==> src/rtl/mem_arbiter_pkg.sv <==
// Shared encodings for the memory-port arbiter: FSM states, grant owner, access length codes
// and the address region that maps to IO.
package mem_arbiter_pkg;

  localparam int         LINE_BYTES = 64;
  localparam logic [1:0] IO_SEL     = 2'b11;

  localparam logic [1:0] LEN_B = 2'd0;
  localparam logic [1:0] LEN_H = 2'd1;
  localparam logic [1:0] LEN_W = 2'd2;

  typedef enum logic [2:0] {
    ST_IDLE,
    ST_FETCH,
    ST_LOAD,
    ST_STORE,
    ST_DONE
  } state_e;

  typedef enum logic {
    GR_IF,
    GR_LSB
  } grant_e;

  // Byte count of an LSB access; code 3 behaves as a word.
  function automatic logic [6:0] lsb_len_bytes(input logic [1:0] len);
    case (len)
      LEN_B:   return 7'd1;
      LEN_H:   return 7'd2;
      default: return 7'd4;
    endcase
  endfunction

  function automatic logic is_io(input logic [1:0] region, input logic [1:0] sel);
    return region == sel;
  endfunction

endpackage

==> src/rtl/mem_byte_collector.sv <==
// Gathers read bytes into a line-wide register, one lane per captured byte.
// Cleared at the start of every read so short loads come out zero-extended.
module mem_byte_collector #(
  parameter int LINE_BYTES = mem_arbiter_pkg::LINE_BYTES
) (
  input  logic                    clk,
  input  logic                    rst,
  input  logic                    en,
  input  logic                    clear,
  input  logic                    cap,
  input  logic [7:0]              din,
  output logic [$clog2(LINE_BYTES)-1:0] lane,
  output logic [8*LINE_BYTES-1:0] data
);
  import mem_arbiter_pkg::*;

  localparam int LW = $clog2(LINE_BYTES);

  always_ff @(posedge clk) begin
    if (rst) begin
      lane <= '0;
      data <= '0;
    end else if (en) begin
      if (clear) begin
        lane <= '0;
        data <= '0;
      end else if (cap) begin
        data[{lane, 3'b000} +: 8] <= din;
        lane                      <= lane + LW'(1);
      end
    end
  end

endmodule

==> src/rtl/mem_arbiter.sv <==
// Shares the byte-wide memory port between ICache refill and LSB loads/stores, turning each
// granted request into a byte-serial access with alternating priority on ties.
module mem_arbiter #(
  parameter int         LINE_BYTES = mem_arbiter_pkg::LINE_BYTES,
  parameter logic [1:0] IO_SEL     = mem_arbiter_pkg::IO_SEL
) (
  input  logic                    clk,
  input  logic                    rst,
  input  logic                    rdy,
  input  logic                    rollback,
  input  logic                    if_en,
  input  logic [31:0]             if_addr,
  output logic                    if_done,
  output logic [8*LINE_BYTES-1:0] if_data,
  input  logic                    lsb_en,
  input  logic                    lsb_wr,
  input  logic [1:0]              lsb_len,
  input  logic [31:0]             lsb_addr,
  input  logic [31:0]             lsb_wdata,
  output logic                    lsb_done,
  output logic [31:0]             lsb_rdata,
  input  logic [7:0]              mem_din,
  input  logic                    io_buffer_full,
  output logic [7:0]              mem_dout,
  output logic [31:0]             mem_a,
  output logic                    mem_wr
);
  import mem_arbiter_pkg::*;

  localparam int LW = $clog2(LINE_BYTES);
  localparam int CW = LW + 1;

  // Handshake: a requester raises en with stable fields and holds it until its one-cycle done
  // pulse; the done cycle is spent in ST_DONE so a dropped en is never mistaken for a new one.
  state_e            state;
  grant_e            last_grant;
  logic [31:0]       base;
  logic [31:0]       wdata;
  logic [CW-1:0]     n_bytes;
  logic [CW-1:0]     issue_cnt;
  logic              rd_prime;
  logic              mem_wr_q;
  logic [LW-1:0]     lane;
  logic [8*LINE_BYTES-1:0] line;

  logic        rd_state, pick_lsb, grant, clear, cap, cap_last, store_stall;
  logic [31:0] next_addr;
  logic [7:0]  next_byte;

  assign rd_state    = (state == ST_FETCH) || (state == ST_LOAD);
  assign pick_lsb    = lsb_en && (!if_en || last_grant == GR_IF);
  assign grant       = (state == ST_IDLE) && !rollback && (if_en || lsb_en);
  assign clear       = grant && !(pick_lsb && lsb_wr);
  // The first read cycle sees mem_din for an address issued before the grant, so skip it.
  assign cap         = rd_state && !rd_prime;
  assign cap_last    = cap && ({1'b0, lane} == n_bytes - CW'(1));
  assign next_addr   = base + 32'(issue_cnt);
  assign next_byte   = wdata[{issue_cnt[1:0], 3'b000} +: 8];
  assign store_stall = io_buffer_full && is_io(next_addr[17:16], IO_SEL);

  assign mem_wr    = mem_wr_q && rdy;
  assign if_data   = line;
  assign lsb_rdata = line[31:0];

  mem_byte_collector #(.LINE_BYTES(LINE_BYTES)) u_collector (
    .clk   (clk),
    .rst   (rst),
    .en    (rdy),
    .clear (clear),
    .cap   (cap),
    .din   (mem_din),
    .lane  (lane),
    .data  (line)
  );

  always_ff @(posedge clk) begin
    if (rst) begin
      state      <= ST_IDLE;
      last_grant <= GR_IF;
      base       <= '0;
      wdata      <= '0;
      n_bytes    <= '0;
      issue_cnt  <= '0;
      rd_prime   <= 1'b0;
      mem_wr_q   <= 1'b0;
      mem_a      <= '0;
      mem_dout   <= '0;
      if_done    <= 1'b0;
      lsb_done   <= 1'b0;
    end else if (rdy) begin
      case (state)
        ST_IDLE: begin
          if_done  <= 1'b0;
          lsb_done <= 1'b0;
          mem_wr_q <= 1'b0;
          if (grant) begin
            last_grant <= pick_lsb ? GR_LSB : GR_IF;
            rd_prime   <= 1'b1;
            if (pick_lsb) begin
              base    <= lsb_addr;
              wdata   <= lsb_wdata;
              n_bytes <= CW'(lsb_len_bytes(lsb_len));
              if (lsb_wr) begin
                state <= ST_STORE;
                if (io_buffer_full && is_io(lsb_addr[17:16], IO_SEL)) begin
                  issue_cnt <= '0;
                end else begin
                  mem_wr_q  <= 1'b1;
                  mem_a     <= lsb_addr;
                  mem_dout  <= lsb_wdata[7:0];
                  issue_cnt <= CW'(1);
                end
              end else begin
                state     <= ST_LOAD;
                mem_a     <= lsb_addr;
                issue_cnt <= CW'(1);
              end
            end else begin
              state     <= ST_FETCH;
              base      <= if_addr;
              n_bytes   <= CW'(LINE_BYTES);
              mem_a     <= if_addr;
              issue_cnt <= CW'(1);
            end
          end
        end

        ST_FETCH, ST_LOAD: begin
          rd_prime <= 1'b0;
          if (rollback) begin
            state <= ST_IDLE;
          end else begin
            if (issue_cnt < n_bytes) begin
              mem_a     <= next_addr;
              issue_cnt <= issue_cnt + CW'(1);
            end
            if (cap_last) begin
              state <= ST_DONE;
              if (state == ST_FETCH) if_done  <= 1'b1;
              else                   lsb_done <= 1'b1;
            end
          end
        end

        // Stores are already committed, so rollback is deliberately ignored here.
        ST_STORE: begin
          if (issue_cnt == n_bytes) begin
            mem_wr_q <= 1'b0;
            lsb_done <= 1'b1;
            state    <= ST_DONE;
          end else if (store_stall) begin
            mem_wr_q <= 1'b0;
          end else begin
            mem_wr_q  <= 1'b1;
            mem_a     <= next_addr;
            mem_dout  <= next_byte;
            issue_cnt <= issue_cnt + CW'(1);
          end
        end

        ST_DONE: begin
          if_done  <= 1'b0;
          lsb_done <= 1'b0;
          state    <= ST_IDLE;
        end

        default: state <= ST_IDLE;
      endcase
    end
  end

endmodule

==> config.mk <==
export PLATFORM = sky130hd
export DESIGN_NAME = mem_arbiter
export DESIGN_NICKNAME = d
export VERILOG_FILES = /design/src/rtl/mem_arbiter_pkg.sv /design/src/rtl/mem_byte_collector.sv /design/src/rtl/mem_arbiter.sv
export SDC_FILE = /design/constraint.sdc
export NUM_CORES = 2
export LEC_CHECK = 0
export BUFFER_PORTS_ARGS = -buffer_cell sky130_fd_sc_hd__buf_2
export CORE_AREA = 4 4 269 271
export CTS_BUF_LIST = sky130_fd_sc_hd__clkbuf_8
export DETAILED_ROUTE_END_ITERATION = 12
export DIE_AREA = 0 0 273 275
export SYNTH_ARGS = -nofsm -noshare
export SYNTH_HDL_FRONTEND = slang
export SYNTH_HIERARCHICAL = 1
export SYNTH_SLANG_ARGS = --single-unit
export TNS_END_PERCENT = 5
==> constraint.sdc <==
create_clock -name clk -period 4.6 [get_ports clk]
set_input_delay 1.38 -clock clk [delete_from_list [all_inputs] [get_ports clk]]
set_output_delay 1.38 -clock clk [all_outputs]
set_load 0.1 [all_outputs]
# Word-level counts from Yosys, hierarchy flattened
# Index checks and enable logic that the tools add are counted.
[totals] ff_bits=644 inputBits=114 output_inout_bits=587
[op_classes] n_addsub=5 n_lt_le_gt_ge=1 n_eq_ne=23 shift=3 mux=59 bitwise_logic=1 reduce_logical=38
[ops] cell="$mux 512" n=2
[ops] cell="$bwmux 512" n=1
[ops] cell="$shift 8x11->512 const A" n=1
[ops] cell="$shiftx 8x11->512" n=1
[ops] cell="$mux 32" n=9
[ops] cell="$pmux 32 s3" n=1
[ops] cell="$mux 7" n=8
[ops] cell="$mux 8" n=6
[ops] cell="$add 32x7->32" n=1
[ops] cell="$shiftx 32x6->8" n=1
[ops] cell="$ne 2x2->1 const B" n=12
[ops] cell="$pmux 7 s3" n=1
[ops] cell="$mux 1" n=17
[ops] cell="$pmux 8 s2" n=1
[ops] cell="$reduce_and 8->1" n=2
[ops] cell="$mux 3" n=5
[ops] cell="$mux 6" n=2
[ops] cell="$neg 9->11" n=1
[ops] cell="$logic_and 1x1->1" n=10
[ops] cell="$pmux 3 s3" n=1
[ops] cell="$reduce_and 4->1" n=2
[ops] cell="$reduce_bool 2->1" n=4
[ops] cell="$add 7x1->7 const B" n=1
[ops] cell="$eq 6x7->1" n=1
[ops] cell="26 further kinds" n=39

# Logic depth before layout (Yosys ltp)
[logic_depth] depth_word=8 mapped_depth=14 depth_no_buf=10

# Hierarchy
# Netlist, hierarchy kept.
[modules_own_cells] module="mem_byte_collector" n_inst=1 cells_per_inst=1627 area_per_inst_um2=17908.4 seq_area_each_um2=10369.9
[modules_own_cells] module="mem_arbiter" n_inst=1 cells_per_inst=830 area_per_inst_um2=6819.0 seq_area_each_um2=2462.4

# Least setup slack after synthesis
# No wires, ideal clock.
[synth_path] path_kind="input to register" from="input if_en" to="register u_collector.data[184]" setup_ps=75 arrival_time_ps=4064 required_time_ps=4525 slack_ps=462 stages=14 path_buffers=5 cell_sequence="nand2_1 and2_1 clkbuf_1 nand2_1 and2_1 buf_2 o21a_1 clkbuf_1 nor2_1 nor2_1 clkbuf_1 clkbuf_1 a21oi_1 o2bb2ai_1"
[synth_between] elab_chain_cells=8 elab_cells_between_ends=11 cone_classes="1 x mux; 10 x reduce/logical"
[synth_rtl] item="start, declared" line="mem_arbiter.sv:11" rtl="input logic if_en,"
[synth_rtl] item="$logic_not 1->1" line="mem_arbiter.sv:51" rtl="assign pick_lsb = lsb_en && (!if_en || last_grant == GR_IF);"
[synth_rtl] item="$logic_or 1x1->1" line="mem_arbiter.sv:51"
[synth_rtl] item="$logic_and 1x1->1" line="mem_arbiter.sv:51"
[synth_rtl] item="$logic_and 1x1->1" line="mem_arbiter.sv:53" rtl="assign clear = grant && !(pick_lsb && lsb_wr);"
[synth_rtl] item="$logic_not 1->1" line="mem_arbiter.sv:53"
[synth_rtl] item="$logic_and 1x1->1 (*)" line="mem_arbiter.sv:53"
[synth_rtl] item="via clear" line="mem_arbiter.sv:46" rtl="logic rd_state, pick_lsb, grant, clear, cap, cap_last, store_stall;"
[synth_rtl] item="$reduce_bool 2->1 (no line)"
[synth_rtl] item="$reduce_and 2->1 (no line)"
[synth_rtl] item="end signal, assigned by index" line="mem_byte_collector.sv:28" rtl="data[{lane, 3'b000} +: 8] <= din;"
[synth_rtl] item="end, declared" line="mem_byte_collector.sv:13" rtl="output logic [8*LINE_BYTES-1:0] data"
# Mark *: on every way through the listed nets, which the timed path passes. The rest lies on a longest branch.
# A chain may end at the register's enable or synchronous reset.

# Final worst setup path
[layout_path] from="register state[2]" to="register u_collector.data[204]"
[layout_between] elab_chain_cells=6 elab_cells_between_ends=11 cone_classes="2 x eq/ne; 1 x mux; 8 x reduce/logical"
[layout_rtl] item="start, declared" line="mem_arbiter.sv:35" rtl="state_e state;"
[layout_rtl] item="start signal, assigned" line="mem_arbiter.sv:78" rtl="state <= ST_IDLE;"
[layout_rtl] item="start signal, assigned" line="mem_arbiter.sv:104" rtl="state <= ST_STORE;"
[layout_rtl] item="start signal, assigned" line="mem_arbiter.sv:114" rtl="state <= ST_LOAD;"
[layout_rtl] item="$logic_not 3->1 (*)" line="mem_arbiter.sv:52" rtl="assign grant = (state == ST_IDLE) && !rollback && (if_en || lsb_en);"
[layout_rtl] item="$logic_and 1x1->1 (*) (2 in a row)" line="mem_arbiter.sv:52"
[layout_rtl] item="$logic_and 1x1->1 (*)" line="mem_arbiter.sv:53"
[layout_rtl] item="via clear" line="mem_arbiter.sv:46"
[layout_rtl] item="$reduce_bool 2->1 (no line)"
[layout_rtl] item="$reduce_and 2->1 (no line)"
# Marks and branches as above.

==> results.json <==
{
  "r2r_cells": 11,
  "synth_top_area_cell": "dfxtp_1",
  "min_period_over_period_pct": 83.37,
  "cts_resized": 0,
  "clock.fmax_ghz": 0.2608,
  "clk_latency_ns": 0.71,
  "crit_path_max_incr_delay_ns": 0.69,
  "avgSynthCellArea_um2": 10.06,
  "reg2reg_slack_ns": 0.77,
  "synthCells": 2457,
  "grt_pass1_wl_um": 142000,
  "critPathMaxFanout": 14,
  "synth.most_common_cell": "dfxtp_1",
  "grt_usage_pct": 24.74,
  "worstMarginPinSlew_ns": 1.194,
  "wirelength_um": 98020,
  "tns_ns": 0,
  "synth_top_family_by_area": "compound AO/OA/AOI/OAI gates",
  "clock_skew_ns": 0.04536,
  "post_cts_buffers": 0,
  "maxSlewHeadroom_pct": 20.37,
  "final_util_pct": 45.31,
  "seq_area_frac_synth_pct": 51.89,
  "period_minus_slack_ns": 3.835,
  "max-clock-path-buffers": 3,
  "cts_num_sinks": 641,
  "synth_edf_count": 0,
  "drive_above_1_share_pct": 31.04,
  "hpwl_um": 71600,
  "io_buffers": 700,
  "synth_nets": 2591,
  "finalHoldViolCount": 0,
  "critical_path_class": "register to register",
  "slew_viol_final": 0,
  "crit_chain": "inv_1, nand2_1, nor2_1, and2_1, buf_4, o21a_1, buf_4, nand3_1, nor3_1, a21oi_1, a22o_1",
  "irDropWorstVdd_mv": 0.2102,
  "synth-simple-area-share_pct": 12.39,
  "grt_pass1_vias": 21510,
  "synth-xor-area-share_pct": 1.341,
  "async_flop_share_pct": 0,
  "grt_max_degree": 162,
  "die_w_um": 273,
  "total_power_mw": 13.50,
  "io_pins": 701,
  "startpoint": "state[2]",
  "antenna_found_initial": 5,
  "postRouteAntennaNets": 0,
  "setup_viol": 0,
  "cts_hold_buf": 0,
  "synth_seq_cells": 641,
  "yosysUniqueCellTypes": 83,
  "cp-end-kind": "register",
  "cts_buffers": 107,
  "hold_end": "u_collector/data[103]",
  "power_density_nw_per_um2": 426.9,
  "htreeDepth": 3,
  "regToRegEndpoint": "u_collector/data[204]",
  "min-delay-path-class": "register to register",
  "syn2layout_area_growth_pct": 27.87,
  "die_area_um2": 75080,
  "place_congestion": 0.8265,
  "root_buffer": "clkbuf_8",
  "dr.pass1.iters": 5,
  "synth.area.mux_share_pct": 7.099,
  "fp.dieH_um": 275,
  "grt_remaining_overflow": 0,
  "synth.area.top_cells": "dfxtp_1 52%, mux2i_1 6.2%, o2bb2ai_1 6.2%",
  "cap_violations": 0,
  "syn-cell-area_um2": 24730,
  "synth_common_cells": "641 x dfxtp_1, 313 x nand2_1, 174 x o2bb2ai_1",
  "cpMostUsedCell": "buf_4",
  "slowest_stage": "nor3_1",
  "vias": 22330,
  "cts_tree": "yes",
  "status": "finished, final reports clean",
  "ys_warn_count": 6,
  "drt-initial-drc-count": 1514,
  "start_kind": "register",
  "worstReg2RegStart": "state[2]",
  "critical_path_arrival_ns": 4.42,
  "start_util_pct": 35.43,
  "worstHoldPathCells": 2,
  "synthFlopType": "dfxtp_1",
  "rows": 97,
  "synth-compound-area-share_pct": 21.78,
  "design.core.area_um2": 69790,
  "grt_setup_unrepaired": "no",
  "synth-adder-area-share_pct": 1.042,
  "drc": 0,
  "drt-wirelength-per-cell_um": 23.38,
  "min_from": "u_collector/data[103]",
  "nets": 3298,
  "synth_top_area_share_pct": 51.89,
  "p_leak_nw": 13.96,
  "via_per_inst": 5.327,
  "cp.required_ns": 5.19,
  "clk_pin_slew_worst_paths_ns": 0.06
}
placed cells by master, fill, tap and decap left out, types with 9 or more instances in the layout:
cell         n
clkbuf_8   140
a211oi_1    38
and3_1      11
clkinv_2     9
o211ai_1    14
inv_1       94
a22o_1     129
nand3_1     70
o22ai_1      9
nand2_1    313
dfxtp_1    640
xnor2_1     17
nor4_1      18
xor2_1      19
o32ai_1     48
nor2_1     108
or3_1       13
nor3_1      23
a31o_2      12
buf_4       72
a311oi_1    12
mux2i_1    154
a21oi_1    132
buf_2      699
ha_1        19
a32o_1      16
o2bb2ai_1  174
o21ai_0     58
a22oi_1     10
nand4_1     28
state kept, by name, summed over array words and instances, names as in the netlist:
| register | count |
|---|---|
| u_collector/data | 512 |
| base | 32 |
| mem_a | 32 |
| wdata | 32 |
| mem_dout | 8 |
| issue_cnt | 7 |
| u_collector/lane | 6 |
| n_bytes | 4 |
| state | 3 |
| if_done | 1 |
| last_grant | 1 |
| lsb_done | 1 |
| mem_wr_q | 1 |
| rd_prime | 1 |
how the worst max path moves through the flow:
stage	to	slack (ns)	cells after the start
final	u_collector/data[204]	0.77	11
after global routing	u_collector/data[15]	0.46	11
after CTS	u_collector/data[15]	0.73	11
after detailed placement	u_collector/data[10]	0.15	12
after global placement	u_collector/data[12]	0.20	11
after floorplan	u_collector/data[184]	0.46	14
per-layer routing:
layer / vias up / global-route usage [%] / wire [um]
met2: 856 / 41.14 / 46300
met3: 202 / 5.032 / 6453
met1: 10770 / 31.99 / 41720
met5: - / 0 / 12
li1: 10500 / - / -
met4: 2 / 9.027 / 3537
critical path, delay by kind of cell, from the launching register on:
kind	cells	cell delay (ns)
AOI/OAI and AO/OA	3	0.87
buffers and inverters	3	0.73
DFF	1	0.50
and+or+nand+nor	5	1.63
stage by stage:
stage / setup slack, ns / cell area [um^2] / hold slack [ns] / cells
after floorplan: 0.4617 / 24730 / 0.4331 / 2457
after global placement: 0.1987 / 29280 / 0.4388 / 3995
after detailed placement: 0.1504 / 29280 / 0.4410 / 3995
after CTS: 0.7333 / 31610 / 0.4539 / 4187
after global routing: 0.4578 / 31610 / 0.4663 / 4190
final: 0.7652 / 31620 / 0.4510 / 4192
report_power, final:
| part | switching, mW | leakage, nW | total (mW) | internal, mW |
|---|---|---|---|---|
| clock | 2.37 | 1.30 | 5.38 | 3.02 |
| combinational | 1.81 | 7.48 | 2.32 | 0.509 |
| sequential | 0.118 | 5.17 | 5.80 | 5.68 |
| total | 4.29 | 14.0 | 13.5 | 9.21 |
cell type report:
class	count	area, um^2
fill	6758	38170
sequential	641	12830
multi-input combinational	1573	10880
timing repair buffer	777	4150
clock buffer	140	1927
tap	940	1176
clock inverter	52	401.6
inverter	64	240.2
antenna	5	12.51
cells by family after synthesis:
| family | Yosys count |
|---|---|
| AOI/OAI and AO/OA | 703 |
| buffers and inverters | 243 |
| adders and majority gates | 20 |
| DFF | 641 |
| muxes | 165 |
| and+or+nand+nor | 648 |
| xor gates and xnor gates | 37 |
Note: power is estimated with default switching activity, not from simulation.
